**src/rtl/ibuffer_warp_n.sv**
```systemverilog
// ibuffer_warp_n : per-warp instruction buffer between decode and issue.
//
// Holds DEPTH decoded instructions in a circular buffer. Three pointers:
//   WP - next write slot, RP - next instruction to issue for the first time,
//   HP - oldest live entry (an outstanding memory op awaiting feedback).
// Pointers are PW = log2(DEPTH)+1 bits wide so full and empty are distinct.
//
// Memory instructions stay live after issue (INFLIGHT) until the memory
// stage reports every lane served (PosFB clears lanes) or a miss (ZeroFB);
// unfinished ones go to REPLAY and re-issue with the remaining lane mask.
// Only one memory op may be outstanding at a time.
//
// Ports (grouped):
//   clk, rst (async, active-low)
//   IF   : Valid_IF_IB in, Req_IB_IF out (fetch permitted)
//   ID   : Valid/Payload/Src1/Src2/Dst/Src*_Valid/RegWrite/Mem/Exit _ID_IB
//   SIMT : DropInstr_SIMT_IB, ActiveMask_SIMT_IB
//   IU   : Req_IB_IU/Grt_IU_IB, Exit_Req_IB_IU/Exit_Grt_IU_IB
//   OC   : Stall_OC_IB in; Payload/ActiveMask/ScbID/Replay _IB_OC out
//   Scb  : Block/Empty/ScbID _Scb_IB in; RP-entry registers, RP_Grt,
//          Replayable, Replay_Complete(+ScbID) out
//   MEM  : PosFB_Valid_MEM_IB, PosFB_MEM_IB, ZeroFB_Valid_MEM_IB
//   Count_IB out (occupied entries, WP-HP)
//
// Optional feature: define IBUF_FLUSH_EN to add the Flush_IB input, which
// drops every not-yet-issued (WAIT) entry and rewinds WP to RP.
module ibuffer_warp_n #(
  parameter  int NUM_THREADS = 8,
  parameter  int DEPTH       = 4,
  parameter  int PAYLOAD_W   = 64,
  parameter  int SCB_ID_W    = 2,
  localparam int PW          = $clog2(DEPTH) + 1
) (
  input  logic                   clk,
  input  logic                   rst,
  // fetch
  input  logic                   Valid_IF_IB,
  output logic                   Req_IB_IF,
  // decode
  input  logic                   Valid_ID_IB,
  input  logic [PAYLOAD_W-1:0]   Payload_ID_IB,
  input  logic [4:0]             Src1_ID_IB,
  input  logic [4:0]             Src2_ID_IB,
  input  logic [4:0]             Dst_ID_IB,
  input  logic                   Src1_Valid_ID_IB,
  input  logic                   Src2_Valid_ID_IB,
  input  logic                   RegWrite_ID_IB,
  input  logic                   Mem_ID_IB,
  input  logic                   Exit_ID_IB,
  // SIMT stack
  input  logic                   DropInstr_SIMT_IB,
  input  logic [NUM_THREADS-1:0] ActiveMask_SIMT_IB,
  // issue unit
  output logic                   Req_IB_IU,
  input  logic                   Grt_IU_IB,
  output logic                   Exit_Req_IB_IU,
  input  logic                   Exit_Grt_IU_IB,
  // operand collector
  input  logic                   Stall_OC_IB,
  output logic [PAYLOAD_W-1:0]   Payload_IB_OC,
  output logic [NUM_THREADS-1:0] ActiveMask_IB_OC,
  output logic [SCB_ID_W-1:0]    ScbID_IB_OC,
  output logic                   Replay_IB_OC,
  // scoreboard
  input  logic                   Block_Scb_IB,
  input  logic                   Empty_Scb_IB,
  input  logic [SCB_ID_W-1:0]    ScbID_Scb_IB,
  output logic [4:0]             Src1_IB_Scb,
  output logic [4:0]             Src2_IB_Scb,
  output logic [4:0]             Dst_IB_Scb,
  output logic                   Src1_Valid_IB_Scb,
  output logic                   Src2_Valid_IB_Scb,
  output logic                   Dst_Valid_IB_Scb,
  output logic                   RP_Grt_IB_Scb,
  output logic                   Replayable_IB_Scb,
  output logic                   Replay_Complete_IB_Scb,
  output logic [SCB_ID_W-1:0]    Replay_Complete_ScbID_IB_Scb,
  // memory feedback
  input  logic                   PosFB_Valid_MEM_IB,
  input  logic [NUM_THREADS-1:0] PosFB_MEM_IB,
  input  logic                   ZeroFB_Valid_MEM_IB,
`ifdef IBUF_FLUSH_EN
  input  logic                   Flush_IB,
`endif
  output logic [PW-1:0]          Count_IB
);

  typedef enum logic [1:0] {S_INV, S_WAIT, S_INFL, S_RPL} st_e;

  typedef struct packed {
    logic [PAYLOAD_W-1:0]   pay;
    logic [4:0]             s1;
    logic [4:0]             s2;
    logic [4:0]             dst;
    logic                   v1;
    logic                   v2;
    logic                   rw;
    logic                   mem;
    logic                   ext;
    logic [NUM_THREADS-1:0] mask;
    logic [SCB_ID_W-1:0]    scb;
  } ent_t;

  st_e  [DEPTH-1:0] st_q, st_d;
  ent_t [DEPTH-1:0] ent_q, ent_d;
  logic [PW-1:0]    wp_q, wp_d, rp_q, rp_d, hp_q, hp_d;
  logic             exited_q, exited_d;

  logic [PW-2:0]          hp_idx, rp_idx, wp_idx;
  st_e                    hp_st, rp_st;
  ent_t                   hp_e, rp_e;
  logic                   hp_busy, hp_infl, pos_hit, zero_hit, fb_done;
  logic [NUM_THREADS-1:0] fb_mask;
  logic                   replay_req, rp_wait, new_req, exit_req;
  logic                   rpl_gnt, new_gnt, exit_gnt, wr_en;

  assign hp_idx = hp_q[PW-2:0];
  assign rp_idx = rp_q[PW-2:0];
  assign wp_idx = wp_q[PW-2:0];
  assign hp_st  = st_q[hp_idx];
  assign rp_st  = st_q[rp_idx];
  assign hp_e   = ent_q[hp_idx];
  assign rp_e   = ent_q[rp_idx];

  assign Count_IB = wp_q - hp_q;

  // Budget counts the fetch and decode already in flight toward us.
  assign Req_IB_IF = !exited_q &&
                     (({1'b0, Count_IB} + {{PW{1'b0}}, Valid_IF_IB} +
                       {{PW{1'b0}}, Valid_ID_IB}) < (PW+1)'(DEPTH));

  // A live memory op can only sit at HP, behind RP.
  assign hp_busy  = (hp_q != rp_q) && (hp_st == S_INFL || hp_st == S_RPL);
  assign hp_infl  = (hp_q != rp_q) && (hp_st == S_INFL);
  assign pos_hit  = hp_infl && PosFB_Valid_MEM_IB;
  assign zero_hit = hp_infl && ZeroFB_Valid_MEM_IB;
  assign fb_mask  = pos_hit ? (hp_e.mask & ~PosFB_MEM_IB) : hp_e.mask;
  assign fb_done  = pos_hit && (fb_mask == '0);

  // Feedback arriving this cycle can request the replay immediately.
  assign replay_req = ((hp_q != rp_q) && hp_st == S_RPL) ||
                      (hp_infl && !fb_done && (zero_hit || pos_hit));

  assign rp_wait  = (rp_q != wp_q) && (rp_st == S_WAIT);
  assign new_req  = rp_wait && !rp_e.ext && !Block_Scb_IB && !Stall_OC_IB &&
                    !replay_req && !(hp_busy && rp_e.mem);
  assign exit_req = rp_wait && rp_e.ext && Empty_Scb_IB && (hp_q == rp_q);

  assign rpl_gnt  = replay_req && !Stall_OC_IB && Grt_IU_IB;
  assign new_gnt  = new_req && Grt_IU_IB;
  assign exit_gnt = exit_req && Exit_Grt_IU_IB;

`ifdef IBUF_FLUSH_EN
  assign wr_en = Valid_ID_IB && !DropInstr_SIMT_IB && !Flush_IB;
`else
  assign wr_en = Valid_ID_IB && !DropInstr_SIMT_IB;
`endif

  assign Req_IB_IU      = (replay_req && !Stall_OC_IB) || new_req;
  assign Exit_Req_IB_IU = exit_req;

  // OC side: HP entry on replay, RP entry otherwise. A fresh issue carries
  // the ID the scoreboard is allocating right now.
  assign Payload_IB_OC    = replay_req ? hp_e.pay : rp_e.pay;
  assign ActiveMask_IB_OC = replay_req ? fb_mask  : rp_e.mask;
  assign ScbID_IB_OC      = replay_req ? hp_e.scb : ScbID_Scb_IB;
  assign Replay_IB_OC     = replay_req;

  assign Src1_IB_Scb                  = rp_e.s1;
  assign Src2_IB_Scb                  = rp_e.s2;
  assign Dst_IB_Scb                   = rp_e.dst;
  assign Src1_Valid_IB_Scb            = rp_e.v1;
  assign Src2_Valid_IB_Scb            = rp_e.v2;
  assign Dst_Valid_IB_Scb             = rp_e.rw;
  assign Replayable_IB_Scb            = rp_e.mem;
  assign RP_Grt_IB_Scb                = new_gnt;
  assign Replay_Complete_IB_Scb       = fb_done;
  assign Replay_Complete_ScbID_IB_Scb = hp_e.scb;

  always_comb begin
    st_d     = st_q;
    ent_d    = ent_q;
    wp_d     = wp_q;
    rp_d     = rp_q;
    hp_d     = hp_q;
    exited_d = exited_q;

`ifdef IBUF_FLUSH_EN
    if (Flush_IB)
      for (int i = 0; i < DEPTH; i++)
        if (st_q[i] == S_WAIT) st_d[i] = S_INV;
`endif

    // grant overrides flush for the entry being issued this cycle
    if (new_gnt) begin
      st_d[rp_idx] = rp_e.mem ? S_INFL : S_INV;
      if (rp_e.mem) ent_d[rp_idx].scb = ScbID_Scb_IB;
      rp_d = rp_q + 1'b1;
    end
    if (exit_gnt) begin
      st_d[rp_idx] = S_INV;
      rp_d         = rp_q + 1'b1;
      exited_d     = 1'b1;
    end

    if (pos_hit) begin
      ent_d[hp_idx].mask = fb_mask;
      st_d[hp_idx]       = fb_done ? S_INV : S_RPL;
    end else if (zero_hit) begin
      st_d[hp_idx] = S_RPL;
    end
    if (rpl_gnt) st_d[hp_idx] = S_INFL;

    if (wr_en) begin
      st_d[wp_idx]      = S_WAIT;
      ent_d[wp_idx].pay = Payload_ID_IB;
      ent_d[wp_idx].s1  = Src1_ID_IB;
      ent_d[wp_idx].s2  = Src2_ID_IB;
      ent_d[wp_idx].dst = Dst_ID_IB;
      ent_d[wp_idx].v1  = Src1_Valid_ID_IB;
      ent_d[wp_idx].v2  = Src2_Valid_ID_IB;
      ent_d[wp_idx].rw  = RegWrite_ID_IB;
      ent_d[wp_idx].mem = Mem_ID_IB;
      ent_d[wp_idx].ext = Exit_ID_IB;
      ent_d[wp_idx].mask = ActiveMask_SIMT_IB;
      wp_d = wp_q + 1'b1;
    end

`ifdef IBUF_FLUSH_EN
    if (Flush_IB) wp_d = rp_d;
`endif

    // Everything from HP up to RP is dead once HP's entry is dead, so HP
    // catches up with RP in one step. An empty buffer (HP==WP) just follows.
    if (st_d[hp_idx] == S_INV || hp_q == wp_q) hp_d = rp_d;
  end

  always_ff @(posedge clk or negedge rst) begin
    if (!rst) begin
      wp_q     <= '0;
      rp_q     <= '0;
      hp_q     <= '0;
      exited_q <= 1'b0;
      ent_q    <= '0;
      for (int i = 0; i < DEPTH; i++) st_q[i] <= S_INV;
    end else begin
      wp_q     <= wp_d;
      rp_q     <= rp_d;
      hp_q     <= hp_d;
      exited_q <= exited_d;
      ent_q    <= ent_d;
      st_q     <= st_d;
    end
  end

`ifndef SYNTHESIS
  // decode must never write into a full buffer
  always_ff @(posedge clk)
    if (rst && wr_en) assert (Count_IB != PW'(DEPTH));
`endif

endmodule
```
**config.mk**
```make
export PLATFORM = sky130hd
export DESIGN_NAME = ibuffer_warp_n
export DESIGN_NICKNAME = d
export VERILOG_FILES = /design/src/rtl/ibuffer_warp_n.sv
export SDC_FILE = /design/constraint.sdc
export NUM_CORES = 1
export LEC_CHECK = 0
export BUFFER_PORTS_ARGS = -buffer_cell sky130_fd_sc_hd__buf_2
export CAP_MARGIN = 0
export CORE_MARGIN = 2
export CORE_UTILIZATION = 62
export CTS_CLUSTER_SIZE = 20
export DETAILED_ROUTE_END_ITERATION = 16
export GPL_TIMING_DRIVEN = 0
export PLACE_DENSITY = 0.83
export SETUP_SLACK_MARGIN = 0.05
export SYNTH_ARGS = -nofsm -noshare
export SYNTH_HDL_FRONTEND = slang
export SYNTH_SLANG_ARGS = --single-unit
```
**constraint.sdc**
```tcl
create_clock -name clk -period 9.4 [get_ports clk]
set_input_delay 1.88 -clock clk [delete_from_list [all_inputs] [get_ports clk]]
set_output_delay 1.88 -clock clk [all_outputs]
set_load 0.02 [all_outputs]
```
==> impl_metrics.yaml <==
outcome:
  status: "finished clean"
timing:
  hold_violations: 0
  finalClockSkew_ps: 14.46
  setup_violations: 0
  rsz0062_at_grt: "no"
  worst_pin_slew_ps: 1260
  timing.final.crit_share_pct: 77.69
  final.setup.worst_slack_ps: 2097
  drv_slew: 0
  fmax_mhz: 136.9
  min_period_ps: 7303
  whs_ps: 480.4
  slew_headroom_pct: 16.00
clock_network:
  cts_tree: "built"
  clock-sinks: 394
  cts_setup_buffers: 0
  ctsHoldBuffers: 0
  h-tree-depth: 2
  clk_latency_ps: 550
  clockBufferDepth: 3
  post_cts_resize_count: 0
  numCtsBuffers: 42
  clk_pin_slew_ps: 60
  root_buffer: "clkbuf_16"
setup_path:
  required_ps: 7520
  path_buf_inv: 4
  critical_path_class: "primary input to output port"
  path_max_fanout: 10
  arrival_ps: 5420
  endpoint_kind: "output port"
  cp_top_family: "buffers and inverters"
  startpoint_type: "primary input"
  crit_slowest_cell: "clkbuf_1"
  cp_common_cell: "nand2_1"
  rr_worst_depth: 10
  cp_num_cells: 11
  r2r_setup_slack_ps: 5570
  path_cells: "buf_1 > nand2_1 > o31ai_2 > and4_1 > a21oi_1 > a21oi_1 > clkbuf_1 > buf_2 > nand2_1 > nand2_1 > buf_2"
  critPathMaxStageDelay_ps: 640
yosys:
  ys_seq_area_share_pct: 47.57
  synth_edf_count: 0
  synth_area_um2: 20730
  async_flop_share_pct: 100.0
  synth_cells: 1560
  synth_mux_area_share_pct: 37.10
  synth-simple-area-share_pct: 7.177
  synth_top_family_by_area: "multiplexers"
  yosysUniqueCellTypes: 63
  synthXorXnorAreaFrac_pct: 0.5071
  syn_nets: 1686
  synthAdderAreaFrac_pct: 0.7606
  ys_ff_latch: 394
  syn_avg_cell_area_um2: 13.29
  synth_compound_area_share_pct: 4.286
  ys.flop_type: "dfrtp_1"
  yosysWarnings: 0
floorplanning:
  placementRows: 66
  ioPinCount: 218
  die_y_um: 186.8
  die_x_um: 186.8
  core_um2: 32700
  die-area_um2: 34910
  initial_core_util_pct: 63.38
place:
  placement.io_buffers: 216
  pre_cts_ws_ps: 2326
  gp_congestion: 0.9291
  dp_hpwl_um: 40770
  place_inst: 2221
flow_run:
  max_cap_viol_count: 0
routing:
  antenna_left: 0
  drtPass1Iterations: 8
  wl_met1_um: 22520
  drc_errors: 0
  wl_met3_um: 5704
  wl_met2_um: 28920
  num_vias: 15179
  drt_wl_total_um: 60630
  drt_iter0_drc: 1476
  viasPerCell: 6.611
  wl_per_cell_um: 26.41
  top_layer: "met5"
grt:
  antenna_found_initial: 10
  grt_max_degree: 126
  grt_pass1_vias: 15900
  grt-ovfl-total: 0
  grt_pass1_wl_um: 92230
  grt_usage_pct: 35.02
finish:
  nFillCells: 2101
  fin_cells: 2296
  final_cell_mix: "394 x dfrtp_1, 344 x mux2_2, 239 x nand2_1"
  multi_input_area_um2: 10330
  drive_gt1_share_pct: 44.84
  nNetsFinal: 1949
  area_growth_pct: 15.00
  layout_commonest_cell: "dfrtp_1"
  regArea_um2: 9859
  final_core_util_pct: 72.89
min_path:
  min_path_cells: 1
  hold_path.class: "flip-flop to flip-flop"
-- registers in the layout, indices dropped and copies added, names as in the netlist --
| register | cells |
|---|---|
| hp_q | 3 |
| rp_q | 3 |
| exited_q | 1 |
| ent_q | 376 |
| wp_q | 3 |
| st_q | 8 |
-- cell families (layout without fill, tap and decap cells) --
group	Yosys count	after routing
multiplexers	514	514
AND/OR/NAND/NOR	364	364
flip-flops	394	394
adder cells (fa/ha/maj)	12	12
buffers and inverters	132	421
other	0	5
AO/OA/AOI/OAI	132	132
XOR/XNOR	12	12
-- final timing paths --
kind / startpoint / to
setup / recovery: PosFB_Valid_MEM_IB / Payload_IB_OC[54]
setup reg to reg: hp_q[0]$_DFFE_PN0P_ / ent_q[5]$_DFF_PN0_
hold / removal: exited_q$_DFFE_PN0P_ / exited_q$_DFFE_PN0P_
max in group asynchronous: rst / ent_q[171]$_DFFE_PN0P_
hold reg to reg: exited_q$_DFFE_PN0P_ / exited_q$_DFFE_PN0P_
min in group asynchronous: rst / rp_q[0]$_DFF_PN0_
-- cell type report --
type,count,share of cell area (%)
antenna,5,0.05249
buffer,112,1.947
clock buffer,59,5.181
clock inverter,11,0.5669
inverter,20,0.3149
multi-input combinational,1034,43.33
sequential,394,41.36
tap,442,2.320
timing repair buffer,219,4.924
-- Yosys cell counts, drive strengths merged (3+ instances only) --
master / instances / share of area, %
dfrtp: 394 / 48
mux2: 344 / 19
nand2: 240 / 4.4
mux4: 169 / 18
clkbuf: 86 / 1.6
nor2: 82 / 1.5
a21oi: 72 / 1.7
buf: 26 / 0.68
inv: 19 / 0.34
o21ai: 17 / 0.41
ha: 11 / 0.66
nor3: 10 / 0.30
o31ai: 9 / 0.73
nor2b: 7 / 0.21
xor2: 7 / 0.30
nand3: 5 / 0.12
xnor2: 5 / 0.21
o21a: 4 / 0.14
a211oi: 3 / 0.11
and3: 3 / 0.091
nand4b: 3 / 0.13
o211ai: 3 / 0.11
or3: 3 / 0.091
-- per-layer routing --
layer  GRT usage, %  up-vias
met1          45.41     7763
met3          7.992      239
met4          19.11       14
met2          55.56      863
li1               -     6300
met5              0        -
-- metrics by stage --
step / setup TNS (ps) / area, um2
after floorplan: 0 / 20730
after global placement: -433650 / 22360
after detailed placement: 0 / 22450
after CTS: 0 / 23820
after global routing: 0 / 23830
final: 0 / 23840
Power is not shown: default switching activity piles up to over one toggle a cycle in this logic, so the estimate is an artifact.
